--- config.mk ---
export PLATFORM = sky130hd
export DESIGN_NAME = store_cntrl
export DESIGN_NICKNAME = d
export VERILOG_FILES = /design/src/rtl/store_cntrl_pkg.sv /design/src/rtl/store_buf.sv /design/src/rtl/store_cntrl.sv
export SDC_FILE = /design/constraint.sdc
export NUM_CORES = 1
export LEC_CHECK = 0
export ABC_AREA = 1
export CORE_ASPECT_RATIO = 1.25
export CORE_MARGIN = 4
export CORE_UTILIZATION = 42
export CTS_CLUSTER_SIZE = 40
export DETAILED_ROUTE_END_ITERATION = 12
export MAX_ROUTING_LAYER = met4
export PLACE_DENSITY = 0.72
export SLEW_MARGIN = 20
export SYNTH_ARGS = -nofsm -noshare
export SYNTH_HDL_FRONTEND = slang
export SYNTH_SLANG_ARGS = --single-unit
--- constraint.sdc ---
create_clock -name clk_i -period 5.43 [get_ports clk_i]
set_clock_uncertainty 0.15 [all_clocks]
set_input_delay 1.086 -clock clk_i [delete_from_list [all_inputs] [get_ports clk_i]]
set_output_delay 1.086 -clock clk_i [all_outputs]
set_load 0.01 [all_outputs]
--- src/rtl/store_cntrl_pkg.sv ---
// core: memory-op encodings, pipeline bus, store-buffer entry and lane helper
// Shared by store_cntrl and store_buf; mem_op MSB selects load/store class.
package core;
   localparam int MEM_OP_BITS = 4;
   localparam logic LOAD_PRFX = 1'b0;
   localparam logic STORE_PRFX = 1'b1;
   typedef enum logic [MEM_OP_BITS-1:0] {
      MEM_NOP = 4'b0000,
      MEM_LB  = 4'b0001,
      MEM_LH  = 4'b0010,
      MEM_LW  = 4'b0011,
      MEM_LBU = 4'b0100,
      MEM_LHU = 4'b0101,
      MEM_SB  = 4'b1000,
      MEM_SH  = 4'b1001,
      MEM_SW  = 4'b1010
   } mem_op_t;
   typedef struct packed {
      mem_op_t     mem_op;
      logic [31:0] rs1_data;
      logic [31:0] imm;
      logic [31:0] rs2_data;
      logic        pipeline_stall;
   } pipeline_bus_t;
   typedef struct packed {
      logic [29:0] addr;
      logic [3:0]  be;
      logic [31:0] wdata;
   } st_entry_t;
   typedef struct packed {
      logic [3:0]  be;
      logic [31:0] wdata;
      logic        misaligned;
   } st_lanes_t;
   function automatic st_lanes_t st_lanes(input mem_op_t mem_op, input logic [1:0] off, input logic [31:0] rs2_data);
      st_lanes_t r;
      r.be = mem_op == MEM_SB ? 4'b0001 << off : mem_op == MEM_SH ? 4'b0011 << off : 4'b1111;
      r.wdata = mem_op == MEM_SB ? {4{rs2_data[7:0]}} : mem_op == MEM_SH ? {2{rs2_data[15:0]}} : rs2_data;
      r.misaligned = mem_op == MEM_SB ? 1'b0 : mem_op == MEM_SH ? off[0] : off != 2'b00;
      return r;
   endfunction
endpackage

--- src/rtl/store_buf.sv ---
// store_buf: in-order FIFO of store entries with per-slot valid/address taps
// Ports: push/din enqueue, pop retires head, full/empty status,
// valid/addr_vec expose every slot (30-bit word address each) for hazard compare.
module store_buf
   import core::*;
#(
   parameter int DEPTH = 2,
   localparam int PTR_W = DEPTH > 1 ? $clog2(DEPTH) : 1
) (
   input  logic                clk_i,
   input  logic                rst_i,
   input  logic                push,
   input  logic                pop,
   input  st_entry_t           din,
   output st_entry_t           head,
   output logic                full,
   output logic                empty,
   output logic [DEPTH-1:0]    valid,
   output logic [DEPTH*30-1:0] addr_vec
);
   st_entry_t mem [DEPTH];
   logic [PTR_W-1:0] rd_ptr, wr_ptr;
   logic [PTR_W:0] count;
   function automatic logic [PTR_W-1:0] nxt(input logic [PTR_W-1:0] p);
      return p == PTR_W'(DEPTH - 1) ? '0 : p + 1'b1;
   endfunction
   always_ff @(posedge clk_i) begin
      if (rst_i) begin
         rd_ptr <= '0;
         wr_ptr <= '0;
         count <= '0;
         valid <= '0;
         for (int i = 0; i < DEPTH; i++) mem[i] <= '0;
      end else begin
         // pop clears before push sets, so a full-buffer push/pop on the same slot stays valid
         if (pop) begin
            rd_ptr <= nxt(rd_ptr);
            valid[rd_ptr] <= 1'b0;
         end
         if (push) begin
            wr_ptr <= nxt(wr_ptr);
            valid[wr_ptr] <= 1'b1;
            mem[wr_ptr] <= din;
         end
         count <= count + {{PTR_W{1'b0}}, push} - {{PTR_W{1'b0}}, pop};
      end
   end
   assign head = mem[rd_ptr];
   assign full = count == (PTR_W + 1)'(DEPTH);
   assign empty = count == '0;
   for (genvar g = 0; g < DEPTH; g++) begin : g_tap
      assign addr_vec[g*30 +: 30] = mem[g].addr;
   end
endmodule

--- src/rtl/store_cntrl.sv ---
// store_cntrl: MEM-stage store path - lane formatting, store buffer, req/gnt drain
// Ports: bus_i pipeline bus in; mem_* write request/handshake to data memory;
// st_stall_o full-buffer stall, misalign_o dropped-store pulse,
// ld_hazard_o load hits a pending store word, empty_o buffer drained.
module store_cntrl
   import core::*;
#(
   parameter int DEPTH = 2
) (
   input  logic          clk_i,
   input  logic          rst_i,
   input  pipeline_bus_t bus_i,
   output logic          mem_req_o,
   output logic          mem_we_o,
   output logic [31:0]   mem_addr_o,
   output logic [3:0]    mem_be_o,
   output logic [31:0]   mem_wdata_o,
   input  logic          mem_gnt_i,
   output logic          st_stall_o,
   output logic          misalign_o,
   output logic          ld_hazard_o,
   output logic          empty_o
);
   logic [MEM_OP_BITS-1:0] op;
   logic [31:0] addr;
   st_lanes_t lanes;
   st_entry_t head;
   logic is_st, is_ld, ok_st, push, pop, full, empty;
   logic [DEPTH-1:0] valid, hit;
   logic [DEPTH*30-1:0] addr_vec;
   assign op = bus_i.mem_op;
   assign addr = bus_i.rs1_data + bus_i.imm;
   assign lanes = st_lanes(bus_i.mem_op, addr[1:0], bus_i.rs2_data);
   assign is_st = op != MEM_NOP && op[MEM_OP_BITS-1] == STORE_PRFX && !bus_i.pipeline_stall;
   assign is_ld = op != MEM_NOP && op[MEM_OP_BITS-1] == LOAD_PRFX;
   assign ok_st = is_st && !lanes.misaligned;
   assign pop = mem_req_o && mem_gnt_i;
   // a retiring head frees a slot in the same cycle, so a full buffer can still accept
   assign push = ok_st && (!full || pop);
   assign st_stall_o = ok_st && full && !pop;
   for (genvar g = 0; g < DEPTH; g++) begin : g_hit
      assign hit[g] = valid[g] && addr_vec[g*30 +: 30] == addr[31:2];
   end
   assign ld_hazard_o = is_ld && |hit;
   assign mem_req_o = !empty;
   assign mem_we_o = mem_req_o;
   assign mem_addr_o = {head.addr, 2'b00};
   assign mem_be_o = head.be;
   assign mem_wdata_o = head.wdata;
   assign empty_o = empty;
   always_ff @(posedge clk_i) misalign_o <= rst_i ? 1'b0 : is_st && lanes.misaligned;
   store_buf #(.DEPTH(DEPTH)) u_buf (
      .clk_i    (clk_i),
      .rst_i    (rst_i),
      .push     (push),
      .pop      (pop),
      .din      ({addr[31:2], lanes.be, lanes.wdata}),
      .head     (head),
      .full     (full),
      .empty    (empty),
      .valid    (valid),
      .addr_vec (addr_vec)
   );
endmodule

==> summary.md, run 1 <==
| Metric | Value |
|---|---|
| Pre-Repair DR Iteration Count | 7 |
| Pwr/cell area | 290.1 mW/mm^2 |
| First-pass GRT wire length | 43.95 mm |
| Slew Limit Fails | 0 |
| Clock Path Buffers | 2 |
| Clock power share | 29.9% |
| Synth area leader | edfxtp_1 |
| WHS | 337.7 ps |
| Post-DP Area | 0.01250 mm^2 |
| Post-Synthesis Cell Area | 0.009768 mm^2 |
| Switching Fraction | 31.98% |
| Most used DFF post-synth | edfxtp_1 |
| Post-detailed-routing wire length | 28.17 mm |
| Area Growth Syn to Fin | 33.85% |
| Io pins | 178 |
| Post-Syn Area per Cell | 7.526 um^2 |
| DR iter-0 viols | 481 |
| Number of max-cap violations | 0 |
| Layout Nets | 1,702 |
| Slew of the pin with the lowest slew margin | 1095 ps |
| Global route overflow | 0 |
| CP Max Fanout | 4 |
| EDFF count, synth | 132 |
| Leakage | 6.066 nW |
| Routability Congestion | 0.9124 |
| Initial Utilization | 42.54% |
| Min Clock Period, post-route | 5126 ps |
| Synth top area cells | edfxtp_1, nand2_1, nor2_1 |
| DIE AREA | 0.02578 mm^2 |
| TritonCTS buffer count | 17 |
| Sw Pwr | 1.213 mW |
| Pin count of the biggest net entering global routing | 95 |
| CTS tree | built |
| Worst-path clk slew | 60 ps |
| Routed WL per cell | 15.14 um |
| Total clock sinks | 140 |
| Share of cells above drive strength 1 | 14.18% |
| Worst setup EP type | output port |
| Register area share after synthesis | 42.22% |
| Initial antenna violation count | 0 |
| Clock root cell | clkbuf_16 |
| Hold Startpoint | u_buf.rd_ptr |
| DRC violations left | 0 |
| Slowest cell on the critical path | fa_1 |
| Post-route antenna net violation count | 0 |
| Most common cell after layout, fill and taps aside | nand2_1 |
| Synth Register Bits | 140 |
| CP cell instances | clkdlybuf4s50_1 -> ha_1 -> fa_1 -> nand2_1 -> nand2_2 -> nand3_2 -> nand2_2 -> nand2_1 -> nand2_1 -> nand2_1 -> nand2_1 -> nand2_1 -> nand2_1 -> nor2_1 -> nand2_1 -> nor2_1 -> nand2_1 -> nor2_2 -> nand3_1 -> a21oi_2 -> clkbuf_2 |
| Post-layout instance area | 0.01308 mm^2 |
| RSZ-0062 raised after global routing | false |
| Placeable Area | 0.02296 mm^2 |
| Internal Pwr Total | 2.581 mW |
| Synth top area share | 40.58% |
| Ant diodes | 0 |
| Final setup fails | 0 |
| Seq pwr share | 35.6% |
| Comb pwr share | 34.4% |
| Relative slew margins | 26.99% |
| Vias/cell | 5.024 |
| PortBufs | 175 |
| Required @ worst endpoint | 4190 ps |
| RR Endpoint | u_buf.mem[1][7] |
| Reg2Reg Depth | 7 |
| Most frequent cells in the layout | nand2_1, nor2_1, clkdlybuf4s50_1 |
| CP startpoint kind | primary input |
| FP Rows | 62 |
| Max rail drop VDD | 0.1828 mV |
| Hold Path Cell Cnt | 2 |
| Clock latency on the worst-skew pair | 410 ps |
| Max Fclk | 195.1 MHz |
| Die Wd | 144.4 um |
| Worst R2R Start | u_buf.count[0] |
| Crit path largest cell delay | 410 ps |
| Crit Path Class | primary input to output port |
| Synth warn | 0 |
| Via count | 9,349 |
| Worst Path Arrival | 3890 ps |
| Gr usage total | 22.31% |
| Status | completed |
| Final period utilization | 94.40% |
| Dpl hpwl | 21.54 mm |
| Async SR Flop Fraction | 0% |
| Critical path's most frequent cell | nand2_1 |
| Post-Syn Instances | 1,298 |
| Die H | 178.5 um |
| Hold Path Class | register to register |
| Synth unique cells | 40 |
| Worst R2R Setup Slack | 3170 ps |
| H-tree levels | 4 |
| Vias in the first global route | 9,124 |
| Final Hold Fails | 0 |
| Post-CTS setup repair buffer count | 0 |
[cell usage after synthesis, drive strengths merged (7+ instances only)]
cell / instances
edfxtp: 132
xor2: 8
nand4: 7
a221oi: 8
buf: 18
ha: 37
nand3: 111
mux2: 38
nor2: 230
a21oi: 37
inv: 173
nand3b: 17
nand2: 380
dfxtp: 8
nor3: 8
o21ai: 54
clkbuf: 12
[state kept, by name (all words and copies together) (netlist names), named ones only]
register      flops
u_buf.mem       132
misalign_o        1
u_buf.count       2
u_buf.wr_ptr      1
u_buf.rd_ptr      1
u_buf.valid       2
[kinds of logic after synthesis]
group | count (synthesis) | synth area share (%)
XOR/XNOR | 9 | 0.8839
other | 1 | 0.03839
AO/OA/AOI/OAI | 108 | 6.225
adder cells (fa/ha/maj) | 38 | 4.944
flip-flops | 140 | 42.22
multiplexers | 38 | 4.381
AND/OR/NAND/NOR | 759 | 33.09
buffers and inverters | 205 | 8.223
[worst max-delay path by stage]
stage                                 end  depth (start not counted)  slack (ps)      start
after floorplan           u_buf.mem[1][0]                         12         530  bus_i[33]
after global placement        ld_hazard_o                         21        -130  bus_i[33]
after detailed placement      ld_hazard_o                         21        -190  bus_i[33]
after CTS                     ld_hazard_o                         21         120  bus_i[33]
after global routing          ld_hazard_o                         21           2  bus_i[33]
final                         ld_hazard_o                         21         300  bus_i[33]
[final cells by class]
class                      instances  area (um^2)
inverter                         175        656.9
sequential                       140         4128
clock buffer                      19        432.9
clock inverter                    13        142.6
fill                            2156         9887
timing repair buffer             272         2500
tap                              288        360.3
multi-input combinational        954         4855
[through the flow]
stage	utilization [%]	worst slack [ps]	TNS, ps	instances	power [mW]
6_report	56.94	303.9	0	1861	3.794
5_1_grt	56.94	2.400	0	1861	4.005
4_1_cts	56.96	122.1	0	1861	3.825
3_5_place_dp	54.44	-192.8	-192.8	1829	2.681
3_3_place_gp	54.44	-130.9	-130.9	1829	2.666
2_1_floorplan	-	526.2	0	1299	2.027
[layer usage]
layer | vias up | part of all wire [%] | track usage, %
li1 | 4737 | - | -
met1 | 4281 | 42 | 26.25
met2 | 286 | 49 | 38.21
met3 | 45 | 6.5 | 4.291
met4 | 0 | 2.6 | 7.426
met5 | - | 0 | -
[what timing repair did]
action                                  CTS  global route
endpoints found under the setup margin    1             1
resized for setup                         3             2
hold buffers                              0             0
gates cloned                              0             0
pin swaps                                 0             0
[power groups by stage]
stage / clock network [mW] / logic, mW / registers [mW]
5_1_grt: 1.20 / 1.43 / 1.37
2_1_floorplan: 0 / 0.735 / 1.29
3_3_place_gp: 0 / 1.29 / 1.37
4_1_cts: 1.16 / 1.31 / 1.36
3_5_place_dp: 0 / 1.30 / 1.38
6_report: 1.14 / 1.31 / 1.35
[worst max-delay path: cells and delay by family]
family	cells	cell delay (ps)
and+or+nand+nor	16	1460
adders and majority gates	2	650
buffers and inverters	2	550
AOI/OAI and AO/OA	1	140
(Power assumes the default switching activity.)
==> run 2: changes to the inputs <==
CAP_MARGIN = 25   (was default)
==> summary.md, run 2 (synthesized netlist as in run 1, its figures left out) <==
| Metric | Value |
|---|---|
| Routed WL per cell | 15.17 um |
| Placeable Area | 0.02296 mm^2 |
| Most frequent cells in the layout | nand2_1, nor2_1, clkdlybuf4s50_1 |
| Internal Pwr Total | 2.588 mW |
| Die Wd | 144.4 um |
| Comb pwr share | 35.6% |
| TritonCTS buffer count | 17 |
| Clock Path Buffers | 2 |
| Post-CTS setup repair buffer count | 0 |
| Initial antenna violation count | 0 |
| Area Growth Syn to Fin | 34.06% |
| Top flop regs | u_buf.mem x132, u_buf.count x2, u_buf.valid x2 |
| Clock power share | 29.9% |
| Post-detailed-routing wire length | 28.24 mm |
| Placed insts | 1,829 |
| DRC violations left | 0 |
| Max reg flops | 132 |
| Die H | 178.5 um |
| Filler cells | 2,156 |
| Pwr/cell area | 290.7 mW/mm^2 |
| Worst setup EP type | output port |
| Relative slew margins | 49.72% |
| Share of cells above drive strength 1 | 14.23% |
| Layout Nets | 1,703 |
| Io pins | 178 |
| Seq pwr share | 34.5% |
| Clock root cell | clkbuf_16 |
| Max Fclk | 195.1 MHz |
| Post-route antenna net violation count | 0 |
| Hold Path Class | register to register |
| CP Max Fanout | 3 |
| Pre-Repair DR Iteration Count | 5 |
| Global route overflow | 0 |
| Switching Fraction | 32.01% |
| Initial Utilization | 42.54% |
| Min Clock Period, post-route | 5125 ps |
| Status | completed |
| Max rail drop VDD | 0.1832 mV |
| RSZ-0062 raised after global routing | false |
| Ant diodes | 0 |
| Final worst setup slack | 305.0 ps |
| Leakage | 6.074 nW |
| Dpl ws | -192.8 ps |
| Clock latency on the worst-skew pair | 410 ps |
| Final period utilization | 94.38% |
| Total clock sinks | 140 |
| Gr usage total | 22.31% |
| Required @ worst endpoint | 4190 ps |
| PortBufs | 175 |
| Final design utilization | 57.03% |
| WHS | 337.7 ps |
| Slew Limit Fails | 0 |
| H-tree levels | 4 |
| Largest Register | u_buf.mem |
| Number of max-cap violations | 0 |
| Routability Congestion | 0.9124 |
| Sw Pwr | 1.218 mW |
| Most common cell after layout, fill and taps aside | nand2_1 |
| Pin count of the biggest net entering global routing | 95 |
| Vias in the first global route | 9,124 |
| Sum of negative setup slack | 0 ps |
| DIE AREA | 0.02578 mm^2 |
| CP startpoint kind | primary input |
| Dpl hpwl | 21.54 mm |
| Via count | 9,327 |
| First-pass GRT wire length | 43.95 mm |
| CTS tree | built |
| Worst-path clk slew | 60 ps |
| Non-filler instance count after layout | 1,862 |
| Final setup fails | 0 |
| Slew of the pin with the lowest slew margin | 749.6 ps |
| Crit Path Class | primary input to output port |
| DR iter-0 viols | 529 |
| Vias/cell | 5.009 |
| Worst Path Arrival | 3890 ps |
| Final Hold Fails | 0 |
| FP Rows | 62 |
-- run 2: final timing paths --
path / startpoint / endpoint / slack [ps] / depth (start not counted)
max: bus_i[33] / ld_hazard_o / 300 / 21
min: u_buf.rd_ptr / register / 340 / 2
min reg2reg: u_buf.rd_ptr / register / 340 / 2
max reg2reg: u_buf.count[0] / u_buf.mem[1][7] / 3180 / 7
-- run 2: layer usage --
metal	routed length, um	track usage [%]
met1	11770	26.25
met2	13880	38.21
met3	1861	4.291
met4	733	7.426
met5	0	-
-- run 2: area by class of cell --
cell class | count | area [um^2] | area share (%)
Clock buffer | 19 | 432.9 | 3.306
Clock inverter | 13 | 142.6 | 1.089
Inverter | 175 | 656.9 | 5.016
Multi-Input combinational cell | 954 | 4855 | 37.07
Sequential cell | 140 | 4128 | 31.52
Tap cell | 288 | 360.3 | 2.752
Timing Repair Buffer | 273 | 2520 | 19.24
-- run 2: power groups by stage --
stage	clock, mW	sequential (mW)	combinational (mW)
final	1.14	1.31	1.36
after global routing	1.20	1.32	1.49
after CTS	1.16	1.36	1.31
after detailed placement	0	1.38	1.30
after global placement	0	1.37	1.29
after floorplan	0	1.29	0.735
-- run 2: timing repair --
item                       in CTS  in global routing
gates resized for setup         3                  2
pin swaps                       0                  0
setup endpoints to repair       1                  1
hold buffers                    0                  0
-- run 2: per-stage QoR --
step	total power, mW	area (um^2)
global placement	2.666	12500
finish	3.806	13100
global route	4.015	13100
CTS	3.825	13080
floorplan	2.027	9772
detailed placement	2.681	12500
-- run 2: worst max-delay path: stages --
cell and delay (ps):
clkdlybuf4s50_1 400, ha_1 240, fa_1 410, nand2_1 120, nand2_2 100, nand3_2 90
nand2_2 80, nand2_1 110, nand2_1 90, nand2_1 70, nand2_1 50, nor2_1 130
nand2_1 60, nor2_1 80, nand2_1 70, nor2_1 130, nand2_1 80, nor2_2 120
nand3_1 100, a21oi_2 140, clkbuf_2 150
